--- src/rtl/oam_dma.sv ---
// OAM DMA engine: halts the CPU and copies one 256-byte CPU page
// into the PPU sprite OAM through the OAM data port.
module oam_dma #(
   parameter logic [15:0] DMA_REG      = 16'h4014,
   parameter logic [15:0] OAMDATA_ADDR = 16'h2004
) (
   input  logic        clk,
   input  logic        rst,
   input  logic        ce,
   input  logic [15:0] cpu_addr_i,
   input  logic [7:0]  cpu_data_i,
   input  logic        cpu_wr_i,
   input  logic        cpu_rd_i,
   output logic        halt_o,
   output logic        master_o,
   output logic [15:0] addr_o,
   output logic        rw_o,
   input  logic [7:0]  data_i,
   output logic [7:0]  data_o,
   output logic        oam_wr_o,
   output logic        busy_o,
   output logic        done_o
);

   typedef enum logic [2:0] {
      IDLE,
      HALT,
      ALIGN,
      READ,
      WRITE
   } state_t;

   state_t      state;
   state_t      nxt;
   logic        put;
   logic [7:0]  page;
   logic [7:0]  idx;
   logic [7:0]  dbuf;
   logic [7:0]  nxt_page;
   logic [7:0]  nxt_idx;
   logic [7:0]  nxt_buf;

   always_comb begin
      nxt      = state;
      nxt_page = page;
      nxt_idx  = idx;
      nxt_buf  = dbuf;
      unique case (state)
         IDLE: begin
            if (cpu_wr_i && cpu_addr_i == DMA_REG) begin
               nxt      = HALT;
               nxt_page = cpu_data_i;
               nxt_idx  = 8'h00;
            end
         end
         // put=1 now means the next ce is a get, so the read can start
         HALT: begin
            if (cpu_rd_i)
               nxt = put ? READ : ALIGN;
         end
         ALIGN: nxt = READ;
         READ: begin
            nxt_buf = data_i;
            nxt     = WRITE;
         end
         WRITE: begin
            nxt_idx = idx + 8'h01;
            nxt     = (idx == 8'hFF) ? IDLE : READ;
         end
         default: nxt = IDLE;
      endcase
   end

   always_ff @(posedge clk) begin
      if (rst) begin
         state    <= IDLE;
         put      <= 1'b0;
         page     <= 8'h00;
         idx      <= 8'h00;
         dbuf     <= 8'h00;
         halt_o   <= 1'b0;
         master_o <= 1'b0;
         rw_o     <= 1'b1;
         addr_o   <= 16'h0000;
      end else if (ce) begin
         put      <= ~put;
         state    <= nxt;
         page     <= nxt_page;
         idx      <= nxt_idx;
         dbuf     <= nxt_buf;
         halt_o   <= (nxt != IDLE);
         master_o <= (nxt == ALIGN) || (nxt == READ) || (nxt == WRITE);
         rw_o     <= (nxt != WRITE);
         if (nxt == WRITE)
            addr_o <= OAMDATA_ADDR;
         else if (nxt == ALIGN || nxt == READ)
            addr_o <= {nxt_page, nxt_idx};
         else
            addr_o <= 16'h0000;
      end
   end

   assign data_o   = dbuf;
   assign busy_o   = (state != IDLE);
   assign oam_wr_o = ce && (state == WRITE);
   assign done_o   = ce && !rst && (state == WRITE) && (idx == 8'hFF);

endmodule

--- config.mk ---
export PLATFORM = sky130hd
export DESIGN_NAME = oam_dma
export DESIGN_NICKNAME = d
export VERILOG_FILES = /design/src/rtl/oam_dma.sv
export SDC_FILE = /design/constraint.sdc
export NUM_CORES = 1
export LEC_CHECK = 0
export ABC_AREA = 1
export CAP_MARGIN = 20
export CORE_MARGIN = 1.5
export CORE_UTILIZATION = 56
export CTS_CLUSTER_SIZE = 8
export DETAILED_ROUTE_END_ITERATION = 10
export DONT_BUFFER_PORTS = 1
export PLACE_DENSITY = 0.76
export SYNTH_ARGS = -nofsm -noshare
export SYNTH_HDL_FRONTEND = slang
export SYNTH_SLANG_ARGS = --single-unit
--- constraint.sdc ---
create_clock -name clk -period 1.37 [get_ports clk]
set_input_delay 0.274 -clock clk [delete_from_list [all_inputs] [get_ports clk]]
set_output_delay 0.274 -clock clk [all_outputs]
set_load 0.01 [all_outputs]
# --- Yosys cells after proc, flatten, opt, wreduce, memory -nomap -nowiden ---
# Cells that the tools add are included.
word_totals:
  register_bits: 47
  input_bits: 37
  out_inout_bits: 30
  wordCells: 44
op_classes:
  n_addsub: 1
  n_eq_ne: 10
  muxes: 11
  bitwise_logic: 1
  reduce_logical: 12
ops:
  columns: ["op", "n"]
  rows:
  - ["$mux W16", 2]
  - ["$mux W8", 3]
  - ["$eq A16 B15 Y1 const B", 1]
  - ["$pmux W8 S2", 1]
  - ["$pmux W3 S5", 1]
  - ["$eq A3 B2 Y1 const B", 4]
  - ["$add A8 B1 Y8 const B", 1]
  - ["$eq A8 B8 Y1 const B", 1]
  - ["$eq A3 B3 Y1 const B", 2]
  - ["$mux W3", 2]
  - ["$reduce_bool A3 Y1", 2]
  - ["$logic_and A1 B1 Y1", 5]
  - ["$eq A3 B1 Y1 const B", 1]
  - ["$logic_not A3 Y1", 1]
  - ["$ne A3 B3 Y1 const B", 1]
  - ["$logic_or A1 B1 Y1", 2]
  - ["$mux W2", 1]
  - ["$reduce_and A2 Y1", 1]
  - ["$logic_not A1 Y1", 1]
  - ["$mux W1", 1]
  - ["$not A1 Y1", 1]

# --- Longest topological paths before layout ---
# Gate-level depths: netlist of run 1.
logic_depth:
  ltp_word: 8
  mapped_depth: 10
  depth_no_buf: 10

# --- Worst setup path after synthesis of run 1 ---
# OpenSTA, ideal clock, no wires.
synth_path:
  kind: "register -> output"
  startpoint: "register idx[0]"
  endpoint: "output port done_o"
  t_arrival_ps: 1223
  required_ps: 1096
  slack_ps: -127
  stages_incl_launch_ff: 6
  path_buffers: 0
  cell_sequence: "dfxtp_1 -> ha_1 -> inv_1 -> nor2_1 -> nand4_1 -> nor4_1"
synth_between:
  elab_chain_len: 2
synth_lines:
  columns: ["element", "line_no", "rtl"]
  rows:
  - ["from (decl)", "37", "logic [7:0] idx;"]
  - ["from (signal assigned)", "89", "idx <= nxt_idx;"]
  - ["$eq A8 B8 Y1", "106", "assign done_o = ce && !rst && (state == WRITE) && (idx == 8'hFF);"]
  - ["$logic_and A1 B1 Y1", "106", null]
  - ["to (decl)", "22", "output logic done_o"]
# Every way passes these cells.

# --- Final worst setup path of run 1 ---
layout_path:
  startpoint: "register idx[1]"
  endpoint: "output port done_o"
# The elaborated chain is that of the path after synthesis.

==> insert_results.sql, run 1 <==
INSERT INTO impl_metrics (metric_group, metric, value, unit) VALUES
('timing', 'finish_stage_setup_viols', '36', ''),
('layout', 'multi_input_area', '0.001414', 'mm2'),
('yosys', 'post_synthesis_register_bit_count', '47', ''),
('clock_tree', 'cts_htree_levels', '2', ''),
('global_routing', 'grt_usage', '0.2564', ''),
('yosys', 'yosysTopAreaCellShare', '0.4015', ''),
('clock_tree', 'cts_inserted_buffers', '5', ''),
('timing', 'max_slew_margin_vs_limit', '0.8163', ''),
('outcome', 'failed_checks', 'negative setup slack', ''),
('critical_path', 'worst_path_max_delay_cell', 'sky130_fd_sc_hd__dfxtp_2', ''),
('global_routing', 'grt_max_degree', '45', ''),
('yosys', 'synthDistinctLibCells', '37', ''),
('yosys', 'post_synth.cell_area_avg', '7.167', 'um2'),
('drt', 'wirelength', '6099', 'um'),
('critical_path', 'critical-path-top-delay-family', 'simple AND/OR/NAND/NOR gates', ''),
('outcome', 'status', 'finished with violations', ''),
('layout', 'area_growth', '32.67', '%'),
('pwr', 'share_clk_of_total_power', '0.369', ''),
('pwr', 'p_switching', '0.6753', 'mW'),
('timing', 'fin_crit_sh', '1.252', ''),
('critical_path', 'critical_path_peak_fanout', '2', ''),
('clock_tree', 'cts_root_buf', 'sky130_fd_sc_hd__clkbuf_8', ''),
('critical_path', 'worst-endpoint-required', '1100', 'ps'),
('floorplanning', 'pin_count', '67', ''),
('layout', 'final_layout_size_suffix_gt1_frac', '0.3324', ''),
('pwr', 'p_int', '2.149', 'mW'),
('pwr', 'power.leakage', '1.270', 'nW'),
('yosys', 'synth_area', '0.002343', 'mm2'),
('timing', 'hold_viol', '0', ''),
('critical_path', 'critical_path_arrival', '1440', 'ps'),
('floorplanning', 'std_cell_rows', '23', ''),
('pwr', 'sw_frac_of_total', '0.2391', ''),
('placed_design', 'replace_congestion', '0.8579', ''),
('drt', 'route.antenna.remaining_nets', '0', ''),
('global_routing', 'wire_length_of_the_first_global_routing_pass', '8873', 'um'),
('clock_tree', 'tritoncts', 'done', ''),
('critical_path', 'worstSetupPathType', 'reg2out', ''),
('timing', 'worst_case_setup_margin_in_the_final_layout', '-344.8', 'ps'),
('global_routing', 'first_global_vias', '2043', ''),
('yosys', 'cell_type_contributing_the_most_total_cell_area_after_synthesis', 'sky130_fd_sc_hd__dfxtp_1', ''),
('worst_hold_path', 'min_path_type', 'in2reg', ''),
('yosys', 'syn-instance-count', '327', ''),
('pwr', 'comb_power_share', '0.128', ''),
('critical_path', 'cpPeakStageDelay', '370', 'ps'),
('floorplanning', 'fp.dieArea', '0.004582', 'mm2'),
('timing', 'report.final.slew_viol_count', '0', ''),
('global_routing', 'globalRouteMet2Util', '0.4424', ''),
('yosys', 'asyncSetResetFlopFracSynth', '0', ''),
('placed_design', 'io_buffer_count', '0', ''),
('layout', 'final_cell_area', '0.003109', 'mm2'),
('yosys', 'synth_top_cells_by_area', 'sky130_fd_sc_hd__dfxtp_1 (40%), sky130_fd_sc_hd__nand2_1 (11%), sky130_fd_sc_hd__a21oi_1 (7.9%)', ''),
('critical_path', 'critPathBufInv', '2', ''),
('timing', 'min_period', '1715', 'ps'),
('drt', 'via_count', '2328', ''),
('clock_tree', 'clk_transition_reported_paths', '90', 'ps'),
('critical_path', 'worst_setup_path_start_kind', 'flop', ''),
('drt', 'detail_route.wl_per_cell', '14.63', 'um'),
('clock_tree', 'clk-insertion-delay-late', '300', 'ps'),
('critical_path', 'worst_setup_path_end_kind', 'primary output', ''),
('yosys', 'yosysWarnings', '0', ''),
('global_routing', 'globalRouteMet1Util', '0.3175', ''),
('drt', 'firstDrtPassIters', '4', ''),
('clock_tree', 'post_cts_hold_buffer_count', '0', ''),
('critical_path', 'crit_chain', 'ha_4, inv_4, nor2_4, nand4_1, nor4_2, buf_4', ''),
('drt', 'drt-initial-drc-count', '157', ''),
('placed_design', 'dpl_cell_area', '0.002604', 'mm2'),
('yosys', 'synth_enable_flop_cells', '0', ''),
('clock_tree', 'cts_num_sinks', '47', ''),
('global_routing', 'antenna_found_initial', '0', ''),
('placed_design', 'dpl.hpwl', '3847', 'um'),
('floorplanning', 'floorplan.die.width', '67.69', 'um');
==> cells in the final DEF, fill, tap and decap left out, types with 2 or more instances in the layout <==
| cell | synthesis | final |
|---|---|---|
| sky130_fd_sc_hd__a21oi_1 | 37 | 25 |
| sky130_fd_sc_hd__a21oi_2 | 1 | 13 |
| sky130_fd_sc_hd__buf_4 | 0 | 32 |
| sky130_fd_sc_hd__buf_6 | 2 | 14 |
| sky130_fd_sc_hd__clkbuf_8 | 0 | 6 |
| sky130_fd_sc_hd__dfxtp_1 | 47 | 43 |
| sky130_fd_sc_hd__dfxtp_2 | 0 | 4 |
| sky130_fd_sc_hd__inv_1 | 36 | 34 |
| sky130_fd_sc_hd__inv_4 | 0 | 2 |
| sky130_fd_sc_hd__nand2_1 | 69 | 60 |
| sky130_fd_sc_hd__nand2_2 | 9 | 9 |
| sky130_fd_sc_hd__nand2_4 | 0 | 9 |
| sky130_fd_sc_hd__nand3_1 | 31 | 23 |
| sky130_fd_sc_hd__nand3_2 | 0 | 8 |
| sky130_fd_sc_hd__nand4_1 | 19 | 19 |
| sky130_fd_sc_hd__nand4_4 | 1 | 2 |
| sky130_fd_sc_hd__nor2_1 | 24 | 21 |
| sky130_fd_sc_hd__nor2_4 | 3 | 6 |
| sky130_fd_sc_hd__nor3_1 | 2 | 2 |
| sky130_fd_sc_hd__o21ai_0 | 9 | 4 |
| sky130_fd_sc_hd__o21ai_1 | 1 | 2 |
| sky130_fd_sc_hd__o21ai_2 | 0 | 3 |
| sky130_fd_sc_hd__xnor2_1 | 2 | 2 |
| sky130_fd_sc_hd__xor2_1 | 3 | 2 |
==> final cells by class <==
class | count | share of cell area
multi-input combinational | 226 | 0.4547
sequential | 47 | 0.3042
timing repair buffer | 47 | 0.1328
inverter | 39 | 0.05030
clock buffer | 6 | 0.02656
tap | 50 | 0.02012
clock inverter | 2 | 0.01127
==> logic make-up (layout without fill, tap and decap cells) <==
kind of cell    after synthesis  after routing  synth area share
flops                        47             47            0.4015
buf+inv                      54             94           0.09450
xor+xnor                      5              5           0.01869
simple gates                167            167            0.3593
mux                           1              1          0.004271
compound gates               52             52            0.1164
fa+ha+maj                     1              1          0.005338
==> registers in the layout, summed over array words and instances, names as in the netlist <==
signal    flops
master_o      1
idx           8
state         3
data_o        8
put           1
rw_o          1
page          8
halt_o        1
addr_o       16
==> per-layer routing <==
layer / part of all wire / wire, um / up-vias
met2: 0.48 / 2957 / 84
li1: - / - / 1154
met5: 0 / 0 / -
met3: 0.072 / 438 / 5
met4: 0.010 / 63 / 0
met1: 0.43 / 2640 / 1085
==> final timing paths <==
| path | startpoint | endpoint | slack, ps | cells after the start |
|---|---|---|---|---|
| worst max-delay path | idx[1] | done_o | -340 | 6 |
| worst min-delay path | rst | page[0] | 20 | 1 |
| worst max register to register | idx[1] | addr_o[4] | -270 | 10 |
| worst min register to register | page[1] | page[1] | 460 | 2 |
==> timing repair <==
action	4_1_cts	5_1_grt
hold endpoints to repair	0	0
pin swaps	11	23
setup endpoints to repair	28	36
buffers inserted	6	8
gates resized for setup	34	46
==> metrics by stage <==
step                instances  setup slack (ps)  setup TNS [ps]  power (mW)  utilization
finish                    417            -344.8           -5625       2.824       0.7773
global route              417            -418.7           -8059       2.922       0.7773
CTS                       409            -278.1           -3293       2.788       0.7204
detailed placement        395            -130.5           -2078       1.707       0.6509
global placement          395            -72.12          -887.8       1.702       0.6509
floorplan                 327            -6.934          -21.82       1.646            -
==> power by group through the flow <==
stage | Sequential, mW | Clock (mW) | Combinational (mW)
after detailed placement | 1.45 | 0 | 0.257
after floorplan | 1.45 | 0 | 0.196
after global routing | 1.42 | 1.10 | 0.395
after CTS | 1.42 | 1.06 | 0.310
final | 1.42 | 1.04 | 0.361
after global placement | 1.45 | 0 | 0.252
==> synthesized netlist by cell type (2+ instances only) <==
cell	number
sky130_fd_sc_hd__nand2_1	69
sky130_fd_sc_hd__dfxtp_1	47
sky130_fd_sc_hd__a21oi_1	37
sky130_fd_sc_hd__inv_1	36
sky130_fd_sc_hd__nand3_1	31
sky130_fd_sc_hd__nor2_1	24
sky130_fd_sc_hd__nand4_1	19
sky130_fd_sc_hd__clkbuf_1	11
sky130_fd_sc_hd__nand2_2	9
sky130_fd_sc_hd__o21ai_0	9
sky130_fd_sc_hd__nor2_4	3
sky130_fd_sc_hd__xor2_1	3
sky130_fd_sc_hd__buf_2	2
sky130_fd_sc_hd__buf_6	2
sky130_fd_sc_hd__nor3_1	2
sky130_fd_sc_hd__xnor2_1	2
(Power assumes the default switching activity.)
==> run 2, diff against run 1 <==
--- a/config.mk
+++ b/config.mk
@@ -8,11 +8,11 @@
 export ABC_AREA = 1
 export CAP_MARGIN = 20
 export CORE_MARGIN = 1.5
-export CORE_UTILIZATION = 56
+export CORE_UTILIZATION = 65
 export CTS_CLUSTER_SIZE = 8
 export DETAILED_ROUTE_END_ITERATION = 10
 export DONT_BUFFER_PORTS = 1
-export PLACE_DENSITY = 0.76
+export PLACE_DENSITY = 0.83
 export SYNTH_ARGS = -nofsm -noshare
 export SYNTH_HDL_FRONTEND = slang
 export SYNTH_SLANG_ARGS = --single-unit
==> constraint.sdc (replaced) <==
create_clock -name clk -period 2.1 [get_ports clk]
set_input_delay 0.42 -clock clk [delete_from_list [all_inputs] [get_ports clk]]
set_output_delay 0.42 -clock clk [all_outputs]
set_load 0.01 [all_outputs]
==> run 2 against run 1 <==
- the flow now finishes without violations
- total power down 46%
- wire length down 20%
- via count down 8.7%
- design area down 20%
- utilization down 4.5 points
- clock-buffer cell count unchanged
- final cell count down 11%
- highest routed layer unchanged
- die area down 13%
- clock skew up 7.0 ps
- sequential cell count unchanged
- critical endpoint unchanged
- sequential share of layout area up 7.8 points
- clock power down 55%
==> insert_results.sql, run 2 (synthesized netlist as in run 1, its figures left out) <==
INSERT INTO impl_metrics (metric_group, metric, value, unit) VALUES
('outcome', 'status', 'finished, final reports clean', ''),
('pwr', 'totalPowerFinal', '1.520', 'mW'),
('layout', 'final_cell_area', '0.002484', 'mm2'),
('critical_path', 'worst_setup_path_start_kind', 'flop', ''),
('timing', 'achievable-frequency', '482.9', 'MHz'),
('layout', 'largest_reg_flops', '16', ''),
('critical_path', 'worst-endpoint-required', '1680', 'ps'),
('placed_design', 'dpl_cell_area', '0.002357', 'mm2'),
('worst_hold_path', 'min_path_type', 'in2reg', ''),
('run', 'max-cap-violations', '0', ''),
('floorplanning', 'pin_count', '67', ''),
('placed_design', 'io_buffer_count', '0', ''),
('drt', 'drcViolationCount', '0', ''),
('critical_path', 'critical_path_peak_fanout', '4', ''),
('timing', 'hold_viol', '0', ''),
('layout', 'multi_input_area', '0.001207', 'mm2'),
('drt', 'wl_met3', '315', 'um'),
('pwr', 'vdd.ir_drop.worst', '0.5193', 'mV'),
('clock_tree', 'cts_buffer_depth', '2', ''),
('drt', 'met2_wirelength', '2393', 'um'),
('global_routing', 'grt_max_degree', '45', ''),
('floorplanning', 'die_y', '63.05', 'um'),
('clock_tree', 'cts_htree_levels', '2', ''),
('drt', 'avgViaCountPerCell', '5.697', ''),
('drt', 'dr.max_layer_used', 'met4', ''),
('clock_tree', 'cts_inserted_buffers', '5', ''),
('drt', 'wirelength', '4909', 'um'),
('critical_path', 'worst_setup_path_end_kind', 'primary output', ''),
('global_routing', 'wire_length_of_the_first_global_routing_pass', '8128', 'um'),
('pwr', 'power.leakage', '0.9856', 'nW'),
('timing', 'worstMarginPinSlew', '326.2', 'ps'),
('drt', 'route.antenna.remaining_nets', '0', ''),
('drt', 'drt-initial-drc-count', '198', ''),
('floorplanning', 'fp.dieArea', '0.003975', 'mm2'),
('timing', 'grt_setup_unrepaired', 'yes', ''),
('timing', 'max_slew_margin_vs_limit', '0.7822', ''),
('clock_tree', 'clk_transition_reported_paths', '150', 'ps'),
('drt', 'firstDrtPassIters', '4', ''),
('layout', 'fillerInstances', '277', ''),
('critical_path', 'cpPeakStageDelay', '400', 'ps'),
('drt', 'via_count', '2125', ''),
('timing', 'finish_stage_setup_viols', '0', ''),
('layout', 'final_core_util', '0.7327', ''),
('timing', 'fin_crit_sh', '0.9861', ''),
('layout', 'layout.area.seq', '948.4', 'um2'),
('layout', 'most-common-layout-cells', 'sky130_fd_sc_hd__nand2_1 (69), sky130_fd_sc_hd__dfxtp_1 (43), sky130_fd_sc_hd__a21oi_1 (37)', ''),
('layout', 'diodes', '0', ''),
('global_routing', 'antenna_found_initial', '0', ''),
('critical_path', 'worstSetupPathType', 'reg2out', ''),
('floorplanning', 'core_region_area', '0.003390', 'mm2'),
('floorplanning', 'initial_standard_cell_utilization_of_the_core', '0.6914', ''),
('clock_tree', 'cts_root_buf', 'sky130_fd_sc_hd__clkbuf_4', ''),
('layout', 'final_layout_size_suffix_gt1_frac', '0.1376', ''),
('pwr', 'power.density', '611.8', 'mW/mm2'),
('critical_path', 'crit_chain', 'ha_4, inv_4, nor2_4, nand4_1, nor4_2, buf_4', ''),
('clock_tree', 'tritoncts', 'done', ''),
('clock_tree', 'clk-insertion-delay-late', '380', 'ps'),
('layout', 'nNetsFinal', '364', ''),
('floorplanning', 'std_cell_rows', '21', ''),
('layout', 'area_growth', '5.980', '%'),
('placed_design', 'dpl.hpwl', '3273', 'um'),
('drt', 'detail_route.wl_per_cell', '13.16', 'um'),
('clock_tree', 'cts_num_sinks', '47', ''),
('layout', 'layout.cells.most_common', 'sky130_fd_sc_hd__nand2_1', ''),
('timing', 'report.final.slew_viol_count', '0', ''),
('critical_path', 'critical_path_arrival', '1650', 'ps'),
('global_routing', 'grt_usage', '0.2555', ''),
('critical_path', 'worst_path_max_delay_cell', 'sky130_fd_sc_hd__dfxtp_4', ''),
('global_routing', 'grt.overflow.total', '0', ''),
('floorplanning', 'floorplan.die.width', '63.05', 'um'),
('global_routing', 'first_global_vias', '1967', ''),
('timing', 'skew', '15.51', 'ps'),
('drt', 'wl_met1', '2097', 'um'),
('placed_design', 'replace_congestion', '0.8368', ''),
('layout', 'top_reg_by_flops', 'addr_o', ''),
('timing', 'min_period', '2071', 'ps');
-- run 2: cell count changes in the layout (fill, tap and decap cells not counted), sizes merged --
| cell | delta |
|---|---|
| bufinv | -1 |
| inv | -1 |
| clkinv | +1 |
| clkinvlp | +1 |
| buf | -40 |
-- run 2: path summary, 6_finish.rpt --
path | start | slack [ps] | end | cells past startpoint
setup / recovery | idx[0] | 30 | done_o | 6
hold / removal | rst | 110 | idx[0] | 1
setup reg to reg | state[1] | 330 | addr_o[13] | 8
hold reg to reg | page[3] | 470 | page[3] | 2
-- run 2: critical path: cells and delay by family (launching register included) --
kind	cells	cell delay (ps)
adder cells (fa/ha/maj)	1	150
buffers and inverters	2	210
flip-flops	1	400
AND/OR/NAND/NOR	3	520
-- run 2: metal layers --
metal,vias up,global-route usage
met5,-,0
met2,74,0.4455
li1,1076,-
met3,9,0.07207
met1,966,0.2936
met4,0,0.1000
-- run 2: cell type report --
type	count	area share
clock buffers	6	0.02065
clock inverters	2	0.006549
inverters	39	0.06045
multi-input cells	226	0.4861
flip-flops and latches	47	0.3819
well taps	46	0.02317
repair buffers	7	0.02116
-- run 2: timing repair --
action / in CTS / in global routing
endpoints found under the setup margin: 1 / 1
pin swaps: 1 / 4
hold buffers: 0 / 0
setup buffers: 0 / 3
gates resized for setup: 4 / 8
-- run 2: where the power goes --
part,internal (mW),switching (mW),total [mW]
Clock,0.165,0.297,0.463
Combinational,0.0409,0.0861,0.127
Sequential,0.909,0.0211,0.930
-- run 2: per-stage QoR --
stage          hold slack, ps  instances  TNS [ps]  setup slack [ps]
4_1_cts                 79.30        370         0             17.03
5_1_grt                 68.64        373    -80.53            -80.53
3_3_place_gp            445.1        362         0             356.3
2_1_floorplan           445.3        327         0             457.3
3_5_place_dp            450.3        362         0             241.2
6_report                108.9        373         0             29.25
